### src/rtl/ac_ctrl_pkg.sv
// Shared definitions for the accumulator control sequencer:
// widths, opcode values and FSM state encoding.
package ac_ctrl_pkg;

    localparam int ADDR_W = 12;
    localparam int OPC_W  = 4;

    localparam logic [OPC_W-1:0] OP_NOP  = 4'h0;
    localparam logic [OPC_W-1:0] OP_LOAD = 4'h1;
    localparam logic [OPC_W-1:0] OP_ADD  = 4'h2;
    localparam logic [OPC_W-1:0] OP_INC  = 4'h3;
    localparam logic [OPC_W-1:0] OP_CLR  = 4'h4;
    localparam logic [OPC_W-1:0] OP_MOVR = 4'h5;
    localparam logic [OPC_W-1:0] OP_JMP  = 4'h6;
    localparam logic [OPC_W-1:0] OP_JZ   = 4'h7;
    localparam logic [OPC_W-1:0] OP_HALT = 4'hF;

    typedef enum logic [2:0] {
        ST_IDLE   = 3'd0,
        ST_FETCH  = 3'd1,
        ST_DECODE = 3'd2,
        ST_OPRD   = 3'd3,
        ST_ALUWB  = 3'd4,
        ST_HALT   = 3'd5
    } state_t;

endpackage

### src/rtl/ac_ctrl_seq.sv
// Instruction sequencer: fetches words over a req/ack read port, decodes the
// opcode and issues one-cycle accumulator control strobes.
module ac_ctrl_seq
    import ac_ctrl_pkg::*;
#(
    parameter int N = 16
) (
    input  logic              clk,
    input  logic              rst,
    input  logic              start,
    input  logic [N-1:0]      bus_in,
    input  logic              mem_ack,
    input  logic              ac_zero,
    output logic              mem_rd,
    output logic [ADDR_W-1:0] mem_addr,
    output logic              write_en,
    output logic              alu_to_ac,
    output logic              ac_to_alu,
    output logic              inc_en,
    output logic              clr_en,
    output logic              ac_to_r,
    output logic [ADDR_W-1:0] pc,
    output logic              busy,
    output logic              halted,
    output logic              illegal
);

    state_t              state_r, state_s;
    logic [ADDR_W-1:0]   pc_r, pc_s;
    logic [N-1:0]        ir_r, ir_s;
    logic                illegal_r, illegal_s;

    logic [OPC_W-1:0]    opcode_s;
    logic [ADDR_W-1:0]   operand_s;

    assign opcode_s  = ir_r[N-1 -: OPC_W];
    assign operand_s = ir_r[ADDR_W-1:0];

    // State, program counter, instruction and sticky error registers
    always_ff @(posedge clk) begin
        if (rst) begin
            state_r   <= ST_IDLE;
            pc_r      <= {ADDR_W{1'b0}};
            ir_r      <= {N{1'b0}};
            illegal_r <= 1'b0;
        end else begin
            state_r   <= state_s;
            pc_r      <= pc_s;
            ir_r      <= ir_s;
            illegal_r <= illegal_s;
        end
    end

    // Next-state decode; operand strobes are Mealy on mem_ack so they line up with bus data
    always_comb begin
        state_s   = state_r;
        pc_s      = pc_r;
        ir_s      = ir_r;
        illegal_s = illegal_r;
        mem_rd    = 1'b0;
        mem_addr  = pc_r;
        write_en  = 1'b0;
        alu_to_ac = 1'b0;
        ac_to_alu = 1'b0;
        inc_en    = 1'b0;
        clr_en    = 1'b0;
        ac_to_r   = 1'b0;

        case (state_r)
            ST_IDLE: begin
                if (start) begin
                    state_s = ST_FETCH;
                end else begin
                    state_s = ST_IDLE;
                end
            end

            ST_HALT: begin
                if (start) begin
                    state_s   = ST_FETCH;
                    illegal_s = 1'b0;
                end else begin
                    state_s = ST_HALT;
                end
            end

            ST_FETCH: begin
                mem_rd   = 1'b1;
                mem_addr = pc_r;
                if (mem_ack) begin
                    ir_s    = bus_in;
                    pc_s    = pc_r + 12'd1;
                    state_s = ST_DECODE;
                end else begin
                    state_s = ST_FETCH;
                end
            end

            ST_DECODE: begin
                case (opcode_s)
                    OP_NOP:  state_s = ST_FETCH;
                    OP_INC: begin
                        inc_en  = 1'b1;
                        state_s = ST_FETCH;
                    end
                    OP_CLR: begin
                        clr_en  = 1'b1;
                        state_s = ST_FETCH;
                    end
                    OP_JMP: begin
                        pc_s    = operand_s;
                        state_s = ST_FETCH;
                    end
                    OP_JZ: begin
                        if (ac_zero) begin
                            pc_s = operand_s;
                        end else begin
                            pc_s = pc_r;
                        end
                        state_s = ST_FETCH;
                    end
                    OP_LOAD, OP_ADD, OP_MOVR: state_s = ST_OPRD;
                    OP_HALT: state_s = ST_HALT;
                    default: begin
                        illegal_s = 1'b1;
                        state_s   = ST_HALT;
                    end
                endcase
            end

            ST_OPRD: begin
                mem_rd   = 1'b1;
                mem_addr = operand_s;
                if (mem_ack) begin
                    case (opcode_s)
                        OP_LOAD: begin
                            write_en = 1'b1;
                            state_s  = ST_FETCH;
                        end
                        OP_ADD: begin
                            ac_to_alu = 1'b1;
                            state_s   = ST_ALUWB;
                        end
                        OP_MOVR: begin
                            ac_to_r = 1'b1;
                            state_s = ST_FETCH;
                        end
                        default: state_s = ST_FETCH;
                    endcase
                end else begin
                    state_s = ST_OPRD;
                end
            end

            ST_ALUWB: begin
                alu_to_ac = 1'b1;
                state_s   = ST_FETCH;
            end

            default: state_s = ST_IDLE;
        endcase
    end

    assign pc      = pc_r;
    assign illegal = illegal_r;
    assign busy    = (state_r != ST_IDLE) && (state_r != ST_HALT);
    assign halted  = (state_r == ST_HALT);

endmodule

### config.mk
export PLATFORM = sky130hd
export DESIGN_NAME = ac_ctrl_seq
export DESIGN_NICKNAME = d
export VERILOG_FILES = /design/src/rtl/ac_ctrl_pkg.sv /design/src/rtl/ac_ctrl_seq.sv
export SDC_FILE = /design/constraint.sdc
export NUM_CORES = 1
export LEC_CHECK = 0
export CAP_MARGIN = 20
export CORE_UTILIZATION = 42
export CTS_BUF_LIST = sky130_fd_sc_hd__clkbuf_8 sky130_fd_sc_hd__clkbuf_16
export DETAILED_ROUTE_END_ITERATION = 10
export PLACE_DENSITY = 0.75
export SYNTH_ARGS = -nofsm -noshare
export SYNTH_HDL_FRONTEND = slang
export SYNTH_SLANG_ARGS = --single-unit
### constraint.sdc
create_clock -name clk -period 2 [get_ports clk]
set_clock_uncertainty 0.15 [all_clocks]
set_input_delay 0.4 -clock clk [delete_from_list [all_inputs] [get_ports clk]]
set_output_delay 0.4 -clock clk [all_outputs]
set_load 0.05 [all_outputs]
==> results of run 1 <==
[through the flow]
| step | cell area (sq um) | hold WS (ns) | TNS, ns |
|---|---|---|---|
| finish | 2982 | 0.3216 | -1.495 |
| global route | 2982 | 0.3593 | -2.074 |
| CTS | 2882 | 0.3254 | -1.698 |
| detailed placement | 2730 | 0.3140 | -3.391 |
| global placement | 2730 | 0.3135 | -2.494 |
| floorplan | 1934 | 0.2913 | -0.7976 |
[per-layer routing]
layer / part of all wire [%] / wire length, um / up-vias
li1: - / - / 998
met1: 43 / 2459 / 946
met2: 48 / 2762 / 86
met3: 7.7 / 442 / 10
met4: 1.4 / 82 / 0
met5: 0 / 0 / -
[cell families after synthesis]
kind of cell	after synthesis
compound gates	61
xor+xnor	2
fa+ha+maj	1
buf+inv	22
flops	32
mux	10
simple gates	105
[state kept, by name, summed over array words and instances (netlist names)]
| register | flops |
|---|---|
| ir_r | 16 |
| illegal | 1 |
| pc | 12 |
| state_r | 3 |
[cell type report]
type / instances / area, sq um / area share (%)
Clock buffer: 5 / 68.82 / 2.308
Clock inverter: 3 / 18.77 / 0.6295
Inverter: 3 / 11.26 / 0.3777
Multi-Input combinational cell: 179 / 1254 / 42.05
Sequential cell: 32 / 666.9 / 22.37
Tap cell: 50 / 62.56 / 2.098
Timing Repair Buffer: 89 / 899.6 / 30.17
[cells in the final DEF (no fill, tap or decap), types with 3 or more instances in the layout]
master / instances
or4_1: 3
a21oi_1: 28
nand4_1: 3
mux2_4: 6
o21ai_0: 8
buf_4: 46
nor2_1: 9
clkbuf_8: 5
nand2_1: 45
buf_6: 12
clkdlybuf4s50_1: 19
dfxtp_1: 19
nor3_1: 5
dfxtp_2: 9
buf_12: 11
nand2b_1: 4
dfxtp_4: 4
mux2_2: 4
nand3_1: 5
[how the worst min path moves through the flow]
stage | from | to
after floorplan | ir_r[2]$_SDFFE_PP0P_ | ir_r[2]$_SDFFE_PP0P_
after global placement | ir_r[1]$_SDFFE_PP0P_ | ir_r[1]$_SDFFE_PP0P_
after detailed placement | ir_r[1]$_SDFFE_PP0P_ | ir_r[1]$_SDFFE_PP0P_
after CTS | ir_r[1]$_SDFFE_PP0P_ | ir_r[1]$_SDFFE_PP0P_
after global routing | ir_r[5]$_SDFFE_PP0P_ | ir_r[5]$_SDFFE_PP0P_
final | ir_r[1]$_SDFFE_PP0P_ | ir_r[1]$_SDFFE_PP0P_
[worst max-delay path, stage by stage, from the launching register on]
cell and delay, ns:
dfxtp_4 0.35, and3b_2 0.28, buf_12 0.17, mux2_2 0.35
buf_6 0.15
[power groups by stage]
| stage | Clock (mW) | Sequential (mW) | Combinational, mW |
|---|---|---|---|
| floorplan | 0 | 0.705 | 0.158 |
| global placement | 0 | 0.698 | 0.294 |
| detailed placement | 0 | 0.699 | 0.297 |
| CTS | 0.502 | 0.683 | 0.303 |
| global route | 0.541 | 0.688 | 0.343 |
| finish | 0.492 | 0.685 | 0.322 |
[what timing repair did]
item	in CTS	in global routing
pin swaps	3	6
gates resized for setup	18	20
setup buffers	1	2
setup endpoints to repair	19	26
==> run_summary.xml, run 1 <==
<?xml version="1.0" encoding="UTF-8"?>
<metrics>
  <group name="run_status">
    <metric name="run_status" unit="">finished, violations left</metric>
    <metric name="violations" unit="">setup timing</metric>
  </group>
  <group name="clock_tree">
    <metric name="cts_inserted_buffers" unit="">5</metric>
    <metric name="cts_tree" unit="">done</metric>
    <metric name="postCtsHoldBufs" unit="">0</metric>
    <metric name="clock_sinks" unit="">32</metric>
    <metric name="clock_latency" unit="ns">0.29</metric>
    <metric name="cts_root_buffer" unit="">clkbuf_8</metric>
    <metric name="path_clk_slew" unit="ns">0.07</metric>
    <metric name="h-tree-depth" unit="">2</metric>
    <metric name="clock_path_buffers" unit="">2</metric>
  </group>
  <group name="critical_path">
    <metric name="r2r.worst_path.cells" unit="">6</metric>
    <metric name="crit_fanout" unit="">14</metric>
    <metric name="critical_path.reg2reg.startpoint" unit="">state_r[2]$_SDFF_PP0_</metric>
    <metric name="timing.critical_path.from" unit="">state_r[2]$_SDFF_PP0_</metric>
    <metric name="worst-endpoint-required" unit="ns">1.45</metric>
    <metric name="endpoint" unit="">mem_addr[1]</metric>
    <metric name="r2r-end" unit="">pc[10]$_SDFFE_PP0P_</metric>
    <metric name="path_class" unit="">flop to output pin</metric>
    <metric name="cp.arrival" unit="ns">1.59</metric>
    <metric name="setup.worst_path.start_class" unit="">flop</metric>
    <metric name="setup.reg_to_reg.worst_slack" unit="ns">0.05</metric>
    <metric name="critical_path.endpoint_type" unit="">output pin</metric>
  </group>
  <group name="yosys">
    <metric name="synth_compound_area_share" unit="%">22.48</metric>
    <metric name="synthAdderAreaFrac" unit="%">0.6770</metric>
    <metric name="yosys.area.top_type" unit="">dfxtp_1</metric>
    <metric name="xor_xnor_portion_of_the_synthesized_cell_area" unit="%">0.9479</metric>
    <metric name="synth_area_leaders" unit="">dfxtp_1, nand2_1, a21oi_1</metric>
    <metric name="count_of_different_cell_masters_after_synthesis" unit="">53</metric>
    <metric name="main_combinational_cell_family_by_area_after_synthesis" unit="">simple AND/OR/NAND/NOR gates</metric>
    <metric name="synth.area.mux_share" unit="%">6.093</metric>
    <metric name="synth_sequential_area_ratio" unit="%">34.66</metric>
    <metric name="syn_warnings" unit="">0</metric>
    <metric name="mappedNetlistNets" unit="">255</metric>
    <metric name="postSynth.asyncResetShare" unit="%">0</metric>
    <metric name="synth.avg_cell_area" unit="sq um">7.931</metric>
    <metric name="yosysTopAreaCellShare" unit="%">34.66</metric>
    <metric name="postSynthRegisterBits" unit="">32</metric>
    <metric name="synthCells" unit="">233</metric>
    <metric name="most_common_flop_cell_mapped_by_yosys" unit="">dfxtp_1</metric>
    <metric name="yosys.cell_count.top_type" unit="">nand2_1</metric>
    <metric name="synth_edf_count" unit="">0</metric>
    <metric name="basic_gate_share_of_the_synthesized_area_counting_and_or_nand_and_nor_cells" unit="%">28.71</metric>
    <metric name="netlist_top_cells_count" unit="">nand2_1, dfxtp_1, a21oi_1, nor2_1</metric>
    <metric name="cell_area_after_synthesis" unit="sq mm">0.001848</metric>
  </group>
  <group name="power">
    <metric name="power.ir.vdd_worst" unit="mV">0.3282</metric>
    <metric name="p_per_cell_area" unit="mW/mm^2">502.9</metric>
    <metric name="proportion_of_power_drawn_by_flip_flops_and_latches" unit="%">45.7</metric>
    <metric name="power.combinational.fraction" unit="%">21.5</metric>
    <metric name="cell_internal_pwr" unit="mW">1.053</metric>
    <metric name="p_sw_share" unit="%">29.77</metric>
    <metric name="net-switching-power" unit="mW">0.4463</metric>
    <metric name="clock_power_share" unit="%">32.8</metric>
    <metric name="post-layout-total-power" unit="mW">1.499</metric>
    <metric name="leakage" unit="nW">1.119</metric>
  </group>
  <group name="floorplan">
    <metric name="die_area" unit="sq mm">0.004669</metric>
    <metric name="die_h" unit="um">68.33</metric>
    <metric name="top_level_ports" unit="">55</metric>
    <metric name="start_util" unit="%">44.91</metric>
    <metric name="placeable_core_region" unit="sq mm">0.004115</metric>
    <metric name="die-width" unit="um">68.33</metric>
    <metric name="fp-row-count" unit="">23</metric>
  </group>
  <group name="placement">
    <metric name="preCtsSetupSlack" unit="ns">-0.2356</metric>
    <metric name="globalplace.congestion" unit="">0.8968</metric>
    <metric name="io_buffer_count" unit="">54</metric>
    <metric name="dp_hpwl" unit="um">4030</metric>
    <metric name="dp_cells" unit="">350</metric>
  </group>
  <group name="final_layout">
    <metric name="final_cell_count_without_fillers" unit="">361</metric>
    <metric name="syn_to_final_growth" unit="%">61.34</metric>
    <metric name="layout-drive-gt1-share" unit="%">41.80</metric>
    <metric name="diodes" unit="">0</metric>
    <metric name="final_core_utilization" unit="%">72.45</metric>
    <metric name="num-fill-cells" unit="">324</metric>
    <metric name="final_nets" unit="">332</metric>
  </group>
  <group name="grt">
    <metric name="grt_first_pass_wirelength" unit="um">8742</metric>
    <metric name="grt.met3_usage" unit="%">4.167</metric>
    <metric name="gr-max-usage-layer" unit="">met2</metric>
    <metric name="gr-usage-all-layers" unit="%">25.65</metric>
    <metric name="pin_count_of_the_biggest_net_entering_global_routing" unit="">18</metric>
    <metric name="met2_usage" unit="%">41.67</metric>
    <metric name="globalRouteOverflowTotal" unit="">0</metric>
    <metric name="grt_pass1_vias" unit="">1810</metric>
    <metric name="global_route.usage.met1" unit="%">34.07</metric>
    <metric name="antenna_found_initial" unit="">0</metric>
  </group>
  <group name="min_path">
    <metric name="whs_path_depth" unit="">2</metric>
    <metric name="worst_min_delay_path_category" unit="">flop to flop</metric>
  </group>
  <group name="route">
    <metric name="detail_route.first_pass.iterations" unit="">4</metric>
    <metric name="drt-vias-per-instance" unit="">5.651</metric>
    <metric name="vias" unit="">2040</metric>
    <metric name="avgRoutedWirePerCell" unit="um">15.92</metric>
    <metric name="drt.antenna.violating_nets" unit="">0</metric>
    <metric name="dr.first_iter.drc_count" unit="">251</metric>
    <metric name="post-route-drc-count" unit="">0</metric>
    <metric name="wl" unit="um">5748</metric>
  </group>
  <group name="sta">
    <metric name="timing.fmax" unit="MHz">468.1</metric>
    <metric name="final-setup-viol-count" unit="">14</metric>
    <metric name="grt_setup_unrepaired" unit="">true</metric>
    <metric name="final_min_period_over_clock_period" unit="%">106.8</metric>
    <metric name="finalCriticalPeriod" unit="ns">2.136</metric>
    <metric name="maxSlewViolCount" unit="">0</metric>
    <metric name="fin_ws" unit="ns">-0.1362</metric>
    <metric name="finalHoldViolCount" unit="">0</metric>
    <metric name="tightest_slew" unit="ns">0.4701</metric>
    <metric name="relSlewSlack" unit="%">68.51</metric>
  </group>
  <group name="job">
    <metric name="max_cap_violations" unit="">0</metric>
  </group>
</metrics>
Power figures use the tool's default switching activity.
==> run 2, diff against run 1 <==
--- a/config.mk
+++ b/config.mk
@@ -5,6 +5,7 @@
 export SDC_FILE = /design/constraint.sdc
 export NUM_CORES = 1
 export LEC_CHECK = 0
+export ABC_CLOCK_PERIOD_IN_PS = 2000
 export CAP_MARGIN = 20
 export CORE_UTILIZATION = 42
 export CTS_BUF_LIST = sky130_fd_sc_hd__clkbuf_8 sky130_fd_sc_hd__clkbuf_16
==> results of run 2 <==
The final DEF is identical to that of run 1; final timing and power are the same.
